===== config.mk =====
export PLATFORM = sky130hd
export DESIGN_NAME = serial_add_ctrl_flat
export DESIGN_NICKNAME = d
export VERILOG_FILES = /design/src/rtl/adder_pkg.sv /design/src/rtl/serial_add_ctrl_if.sv /design/src/rtl/full_adder.sv /design/src/rtl/serial_add_ctrl.sv /design/src/flat_wrapper.sv
export SDC_FILE = /design/constraint.sdc
export NUM_CORES = 1
export LEC_CHECK = 0
export CAP_MARGIN = 0
export CORE_UTILIZATION = 40
export CTS_BUF_LIST = sky130_fd_sc_hd__clkbuf_2
export CTS_CLUSTER_DIAMETER = 30
export DETAILED_ROUTE_END_ITERATION = 10
export HOLD_SLACK_MARGIN = 0.1
export PLACE_DENSITY_LB_ADDON = 0.15
export SYNTH_ARGS = -nofsm -noshare
export SYNTH_HDL_FRONTEND = slang
export SYNTH_SLANG_ARGS = --single-unit

===== constraint.sdc =====
create_clock -name clk -period 1.7 [get_ports clk]
set_input_delay 0.17 -clock clk [delete_from_list [all_inputs] [get_ports clk]]
set_output_delay 0.17 -clock clk [all_outputs]
set_load 0.1 [all_outputs]

===== src/rtl/adder_pkg.sv =====
// Shared types for the serial adder family: the controller state encoding
// and the default operand width.
package adder_pkg;

  localparam int ADD_WIDTH = 16;

  typedef enum logic [1:0] {
    IDLE = 2'd0,
    RUN  = 2'd1,
    DONE = 2'd2
  } add_state_t;

endpackage


===== src/rtl/serial_add_ctrl_if.sv =====
// Start/busy/done handshake and operand/result bus of the bit-serial adder.
// Ovf exists only when SERIAL_ADD_OVF_EN is defined.
interface serial_add_ctrl_if #(parameter int WIDTH = adder_pkg::ADD_WIDTH);
  logic             start;
  logic [WIDTH-1:0] A;
  logic [WIDTH-1:0] B;
  logic             Cin;
  logic             busy;
  logic             done;
  logic [WIDTH-1:0] Sum;
  logic             Cout;
`ifdef SERIAL_ADD_OVF_EN
  logic             Ovf;

  modport master (output start, A, B, Cin, input busy, done, Sum, Cout, Ovf);
  modport slave  (input start, A, B, Cin, output busy, done, Sum, Cout, Ovf);
`else
  modport master (output start, A, B, Cin, input busy, done, Sum, Cout);
  modport slave  (input start, A, B, Cin, output busy, done, Sum, Cout);
`endif
endinterface


===== src/rtl/full_adder.sv =====
// Single-bit full adder cell shared by the serial adder datapath.
module full_adder (
  input  logic X,
  input  logic Y,
  input  logic Cin,
  output logic Sum,
  output logic Cout
);
  assign Sum  = X ^ Y ^ Cin;
  assign Cout = (X & Y) | (Cin & (X ^ Y));
endmodule


===== src/rtl/serial_add_ctrl.sv =====
// Bit-serial adder sequencer: one shared full adder, one bit per cycle, LSB first.
// Optional signed-overflow output enabled by defining SERIAL_ADD_OVF_EN.
module serial_add_ctrl
  import adder_pkg::*;
#(
  parameter int WIDTH = ADD_WIDTH
) (
  input  logic            clk,
  input  logic            rst_n,
  serial_add_ctrl_if.slave bus
);

  localparam int CW = $clog2(WIDTH);

  add_state_t       state, state_nxt;
  logic [WIDTH-1:0] a_sr, b_sr, sum_r;
  logic             carry, cout_r;
  logic [CW-1:0]    cnt;
  logic             fa_s, fa_c;
  logic             accept, last;

  full_adder u_fa (
    .X    (a_sr[0]),
    .Y    (b_sr[0]),
    .Cin  (carry),
    .Sum  (fa_s),
    .Cout (fa_c)
  );

  // start is only honoured outside RUN; DONE accepts it for back-to-back adds
  assign accept = bus.start && (state != RUN);
  assign last   = (state == RUN) && (cnt == CW'(WIDTH-1));

  always_ff @(posedge clk or negedge rst_n) begin
    if (!rst_n) state <= IDLE;
    else        state <= state_nxt;
  end

  always_comb begin
    state_nxt = state;
    case (state)
      IDLE:    if (bus.start) state_nxt = RUN;
      RUN:     if (last)      state_nxt = DONE;
      DONE:    state_nxt = bus.start ? RUN : IDLE;
      default: state_nxt = IDLE;
    endcase
  end

  always_ff @(posedge clk or negedge rst_n) begin
    if (!rst_n) begin
      a_sr   <= '0;
      b_sr   <= '0;
      sum_r  <= '0;
      carry  <= 1'b0;
      cout_r <= 1'b0;
      cnt    <= '0;
    end else if (accept) begin
      a_sr  <= bus.A;
      b_sr  <= bus.B;
      carry <= bus.Cin;
      cnt   <= '0;
    end else if (state == RUN) begin
      a_sr   <= a_sr >> 1;
      b_sr   <= b_sr >> 1;
      sum_r  <= {fa_s, sum_r[WIDTH-1:1]};
      carry  <= fa_c;
      cout_r <= fa_c;
      if (!last) cnt <= cnt + 1'b1;
    end
  end

`ifdef SERIAL_ADD_OVF_EN
  logic ovf_r;

  // On the MSB step, carry holds the carry into the MSB and fa_c the carry out
  always_ff @(posedge clk or negedge rst_n) begin
    if (!rst_n)      ovf_r <= 1'b0;
    else if (accept) ovf_r <= 1'b0;
    else if (last)   ovf_r <= carry ^ fa_c;
  end

  assign bus.Ovf = ovf_r;
`endif

  assign bus.busy = (state == RUN);
  assign bus.done = (state == DONE);
  assign bus.Sum  = sum_r;
  assign bus.Cout = cout_r;

endmodule

===== src/flat_wrapper.sv =====
// flat-port wrapper written by rule: the top's interface ports become plain ports
module serial_add_ctrl_flat import adder_pkg::*;
#(
  parameter int WIDTH = ADD_WIDTH
)
  (clk, rst_n, bus_start, bus_A, bus_B, bus_Cin, bus_busy, bus_done, bus_Sum, bus_Cout);
  serial_add_ctrl_if #(.WIDTH(WIDTH)) bus_i ();
  input  logic clk;
  input  logic rst_n;
  input wire logic [$bits(bus_i.start)-1:0] bus_start;
  input wire logic [$bits(bus_i.A)-1:0] bus_A;
  input wire logic [$bits(bus_i.B)-1:0] bus_B;
  input wire logic [$bits(bus_i.Cin)-1:0] bus_Cin;
  output wire logic [$bits(bus_i.busy)-1:0] bus_busy;
  output wire logic [$bits(bus_i.done)-1:0] bus_done;
  output wire logic [$bits(bus_i.Sum)-1:0] bus_Sum;
  output wire logic [$bits(bus_i.Cout)-1:0] bus_Cout;
  assign bus_i.start = bus_start;
  assign bus_i.A = bus_A;
  assign bus_i.B = bus_B;
  assign bus_i.Cin = bus_Cin;
  assign bus_busy = bus_i.busy;
  assign bus_done = bus_i.done;
  assign bus_Sum = bus_i.Sum;
  assign bus_Cout = bus_i.Cout;
  serial_add_ctrl #(.WIDTH(WIDTH)) u_core (.clk(clk), .rst_n(rst_n), .bus(bus_i));
endmodule

# ---- Word level (Yosys, flattened, before mapping)
# Cells that the tools add are included.
dict set report totals {
  register_bits 56
  inputBits 36
  out_inout_bits 19
  wordCells 41
}
dict set report classes {
  addsub 1
  n_eq_ne 7
  n_mux 13
  bitwise 6
  n_reduce_logical 7
}
# operator n
set ops {}
lappend ops {{2-to-1 mux 16 bit} 4}
lappend ops {{2-to-1 mux 4 bit} 3}
lappend ops {{!= test 2 x 1 -> 1 bit (second input constant)} 3}
lappend ops {{one-hot mux 2 bit (3 select lines)} 1}
lappend ops {{AND reduction 2 bit} 3}
lappend ops {{adder 4 x 1 -> 4 bit (second input constant)} 1}
lappend ops {{equality test 4 bit (second input constant)} 1}
lappend ops {{2-to-1 mux 2 bit} 2}
lappend ops {{2-to-1 mux 1 bit} 3}
lappend ops {{AND 1 bit} 2}
lappend ops {{equality test 2 x 1 -> 1 bit (second input constant)} 1}
lappend ops {{equality test 2 bit (second input constant)} 1}
lappend ops {{logical AND 1 bit} 2}
lappend ops {{logical NOT 2 bit} 1}
lappend ops {{!= test 2 bit (second input constant)} 1}
lappend ops {{nonzero test 2 bit} 1}
lappend ops {{bitwise XOR 1 bit} 2}
lappend ops {{inverter 1 bit} 1}
lappend ops {{bitwise OR 1 bit} 1}

# ---- Logic depth before layout (Yosys ltp)
dict set report logic_depth {
  word_depth 5
  depth_mapped 6
  depth_no_buf 4
}

# ---- Cells and area by module
# From an unflattened synthesis, not the netlist that was laid out.
dict set report unflattened {
  hier_cells 240
  hier_area_um2 2489.9
}
# mod n_inst cells_each area_each_um2 seq_area_each_um2
set by_module_without_submodules {}
lappend by_module_without_submodules {serial_add_ctrl 1 239 2469.9 1401.3}
lappend by_module_without_submodules {full_adder 1 1 20.0 0.0}

# ---- Worst setup path after synthesis
# No wires, ideal clock.
dict set report synth_timing {
  kind {register to output}
  start {reg u_core.state[0]}
  end {out bus_done}
  arrival_ps 1749
  required_ps 1530
  setup_slack_ps -219
  path_stages_with_launch 2
  path_buffers 0
  path_cell_list {dfrtp_1 nor2b_1}
}
dict set report synth_via {
  elab_chain_cells 1
}
# item line_no
set synth_lines {}
lappend synth_lines {{start: declaration} serial_add_ctrl.sv:15} ;# add_state_t state, state_nxt;
lappend synth_lines {{start signal: assignment} serial_add_ctrl.sv:36} ;# else state <= state_nxt;
lappend synth_lines {{equality test 2 bit} serial_add_ctrl.sv:86} ;# assign bus.done = (state == DONE);
lappend synth_lines {{end: declaration} flat_wrapper.sv:15} ;# output wire logic [$bits(bus_i.done)-1:0] bus_done;
# No other way between the ends.

# ---- Worst setup path after layout
dict set report layout_timing {
  start {reg u_core.state[1]}
  end {out bus_busy}
}
dict set report layout_via {
  elab_chain_cells 1
}
# item line_no
set layout_lines {}
lappend layout_lines {{equality test 2 x 1 -> 1 bit} serial_add_ctrl.sv:85} ;# assign bus.busy = (state == RUN);
lappend layout_lines {{end: declaration} flat_wrapper.sv:14} ;# output wire logic [$bits(bus_i.busy)-1:0] bus_busy;
# No other way between the ends.

==> flow_summary.ini <==
[grt]
first_global_vias = 1703
grt_pass1_wl_um = 8000
grt_max_degree = 36
grt_overflow = 0
track_usage_pct = 16.2
antenna_found_initial = 0

[synth]
yosysWarningCount = 0
syn_inst = 241
yosysUniqueCellTypes = 25
yosys.area.top_type = dfrtp_1
syn_area_per_cell_um2 = 10.3
synth_common_cells = nand2_1, dfrtp_1, mux2i_1
yosysMostFrequentCell = nand2_1
synth-async-reset-ratio_pct = 100
ys_seq_elements = 56
synth_top_area_share_pct = 56.6
syn_nets = 279
synth-edff-count = 0
syn-cell-area_um2 = 2480
ys.flop_type = dfrtp_1
ys_top_cells_by_area = dfrtp_1, mux2i_1, nand2_1
synth-seq-area-share_pct = 56.6

[floorplanning]
start_util_pct = 41.6
row_count = 28
dieHeight_um = 80.7
core_um2 = 5960
die_area_um2 = 6510
io_pins = 55
die_w_um = 80.7

[cts]
cts_root_buf = clkbuf_2
clkTransAtPathRegs_ns = 0.29
cts_sinks = 56
insertion_delay_ns = 0.45
cts_buffer_depth = 2
cts.htree.levels = 2
cts_tree = yes
cts_buffers = 5

[final_layout]
seqCellArea_um2 = 1400
drive_gt1_share_pct = 13.8
postLayoutCellArea_um2 = 3230
multi_input_area_um2 = 957
nNetsFinal = 335
diodes = 0
area_delta_synth_final_pct = 30.6
fillers = 540

[timing]
skew_ns = 0.0323
grt_setup_unrepaired = no
period_minus_slack_ns = 1.60
slew_headroom_pct = 73.3
fin_tns_setup_ns = 0
hold_violations = 0
timing.final.crit_share_pct = 94.3
slew_viol_final = 0
timing.fmax_mhz = 624
worst_pin_slew_ns = 0.400
setup_violations = 0

[pwr]
ir_worst_vdd_uv = 1750
leakage_nw = 1.59
powerDensity_nw_per_um2 = 2000

[worst_setup_path]
r2r-start = u_core.state[1]
critPathMaxFanout = 22
cp.arrival_ns = 1.43
startpoint = u_core.state[1]
start_kind = flip-flop
path_class = reg2out
cp_data_required_time_ns = 1.53
critPathCaptureType = primary output

[detailed_routing]
wl_per_cell_um = 12.8
vias_per_cell = 4.88
drt_iter0_drc = 84
drtAntennaViolNets = 0
dr.pass1.iters = 4
drt_wl_total_um = 4760
drcViolationCount = 0
vias = 1821

[run_status]
outcome = finished clean

[placed_design]
dp_hpwl_um = 3280
port-buffer-count = 54
globalplace.congestion = 0.655
dpl-instance-area_um2 = 3140

[flow_run]
drv_cap = 0

[min_path]
hp-class = in2async
==> flip-flops by register name (all words and copies together) (netlist names) <==
signal and cells:
u_core.a_sr 16, u_core.carry 1, u_core.b_sr 16, u_core.cnt 4, u_core.state 2, u_core.bus.Sum 16
u_core.bus.Cout 1
==> worst max-delay path, cell delays in order, from the launching register on <==
cell and delay (ns):
dfrtp_1 0.44, nand2b_4 0.21, inv_8 0.16, buf_12 0.19
==> placed cells by master, fill, tap and decap left out, drive strengths merged, types with 2 or more instances in the layout <==
cell type / instances
clkbuf: 5
buf: 30
o21ai: 32
mux2i: 34
nand2: 83
nand3: 2
clkdlybuf4s50: 33
inv: 2
nor3: 3
dfrtp: 56
clkinv: 2
nor2: 5
==> layout make-up <==
type	count	share of cell area (%)
inverter	2	0.464
clock inverter	3	1.32
tap	75	2.90
clock buffer	5	0.774
multi-input combinational	168	29.6
sequential	56	43.3
timing repair buffer	64	21.6
==> per-layer routing <==
layer	GRT usage [%]	up-vias	part of all wire [%]
li1	-	910	-
met1	22.7	866	49
met2	24.9	41	44
met3	3.98	4	5.4
met4	4.29	0	0.84
met5	0	-	0
==> worst paths after layout <==
check                           cells after the start  slack, ns               to
worst max register to register                      4       0.29    u_core.cnt[3]
worst min-delay path                                2       0.12   u_core.b_sr[3]
worst max-delay path                                3        0.1         bus_busy
max in group asynchronous                           3       0.94   u_core.a_sr[1]
worst min register to register                      2       0.48   u_core.a_sr[8]
min in group clk                                    4       0.19  u_core.state[0]
==> kinds of logic (layout without fill, tap and decap cells) <==
kind of cell / Yosys count / count (layout) / share of synthesized area (%)
DFF: 56 / 56 / 56.6
buffers and inverters: 17 / 74 / 4.85
AOI/OAI and AO/OA: 36 / 36 / 7.78
and+or+nand+nor: 96 / 96 / 15.7
adders and majority gates: 2 / 2 / 1.31
muxes: 34 / 34 / 13.7
==> what timing repair did <==
| action | CTS | global route |
|---|---|---|
| resized for setup | 1 | 1 |
| pin swaps | 0 | 0 |
| endpoints found under the setup margin | 1 | 1 |
| hold buffers | 1 | 0 |
| setup buffers | 0 | 1 |
| hold endpoints to repair | 56 | 0 |
==> where the power goes <==
part	total (W)	switching, W	internal [W]
registers	0.00233	0.000422	0.00191
logic	0.00347	0.00237	0.00110
clock network	0.000660	0.000413	0.000247
total	0.00646	0.00321	0.00325
==> metrics by stage <==
stage,hold slack (ns),utilization [%],setup WS [ns],instances,total power [W]
CTS,0.105,54.1,0.0205,372,0.00652
finish,0.116,54.3,0.0963,373,0.00646
floorplan,-0.126,-,0.306,241,0.00485
detailed placement,0.119,52.8,0.336,363,0.00585
global placement,0.122,52.8,0.358,363,0.00578
global route,0.104,54.3,0.00204,373,0.00691
Power figures use the tool's default switching activity.
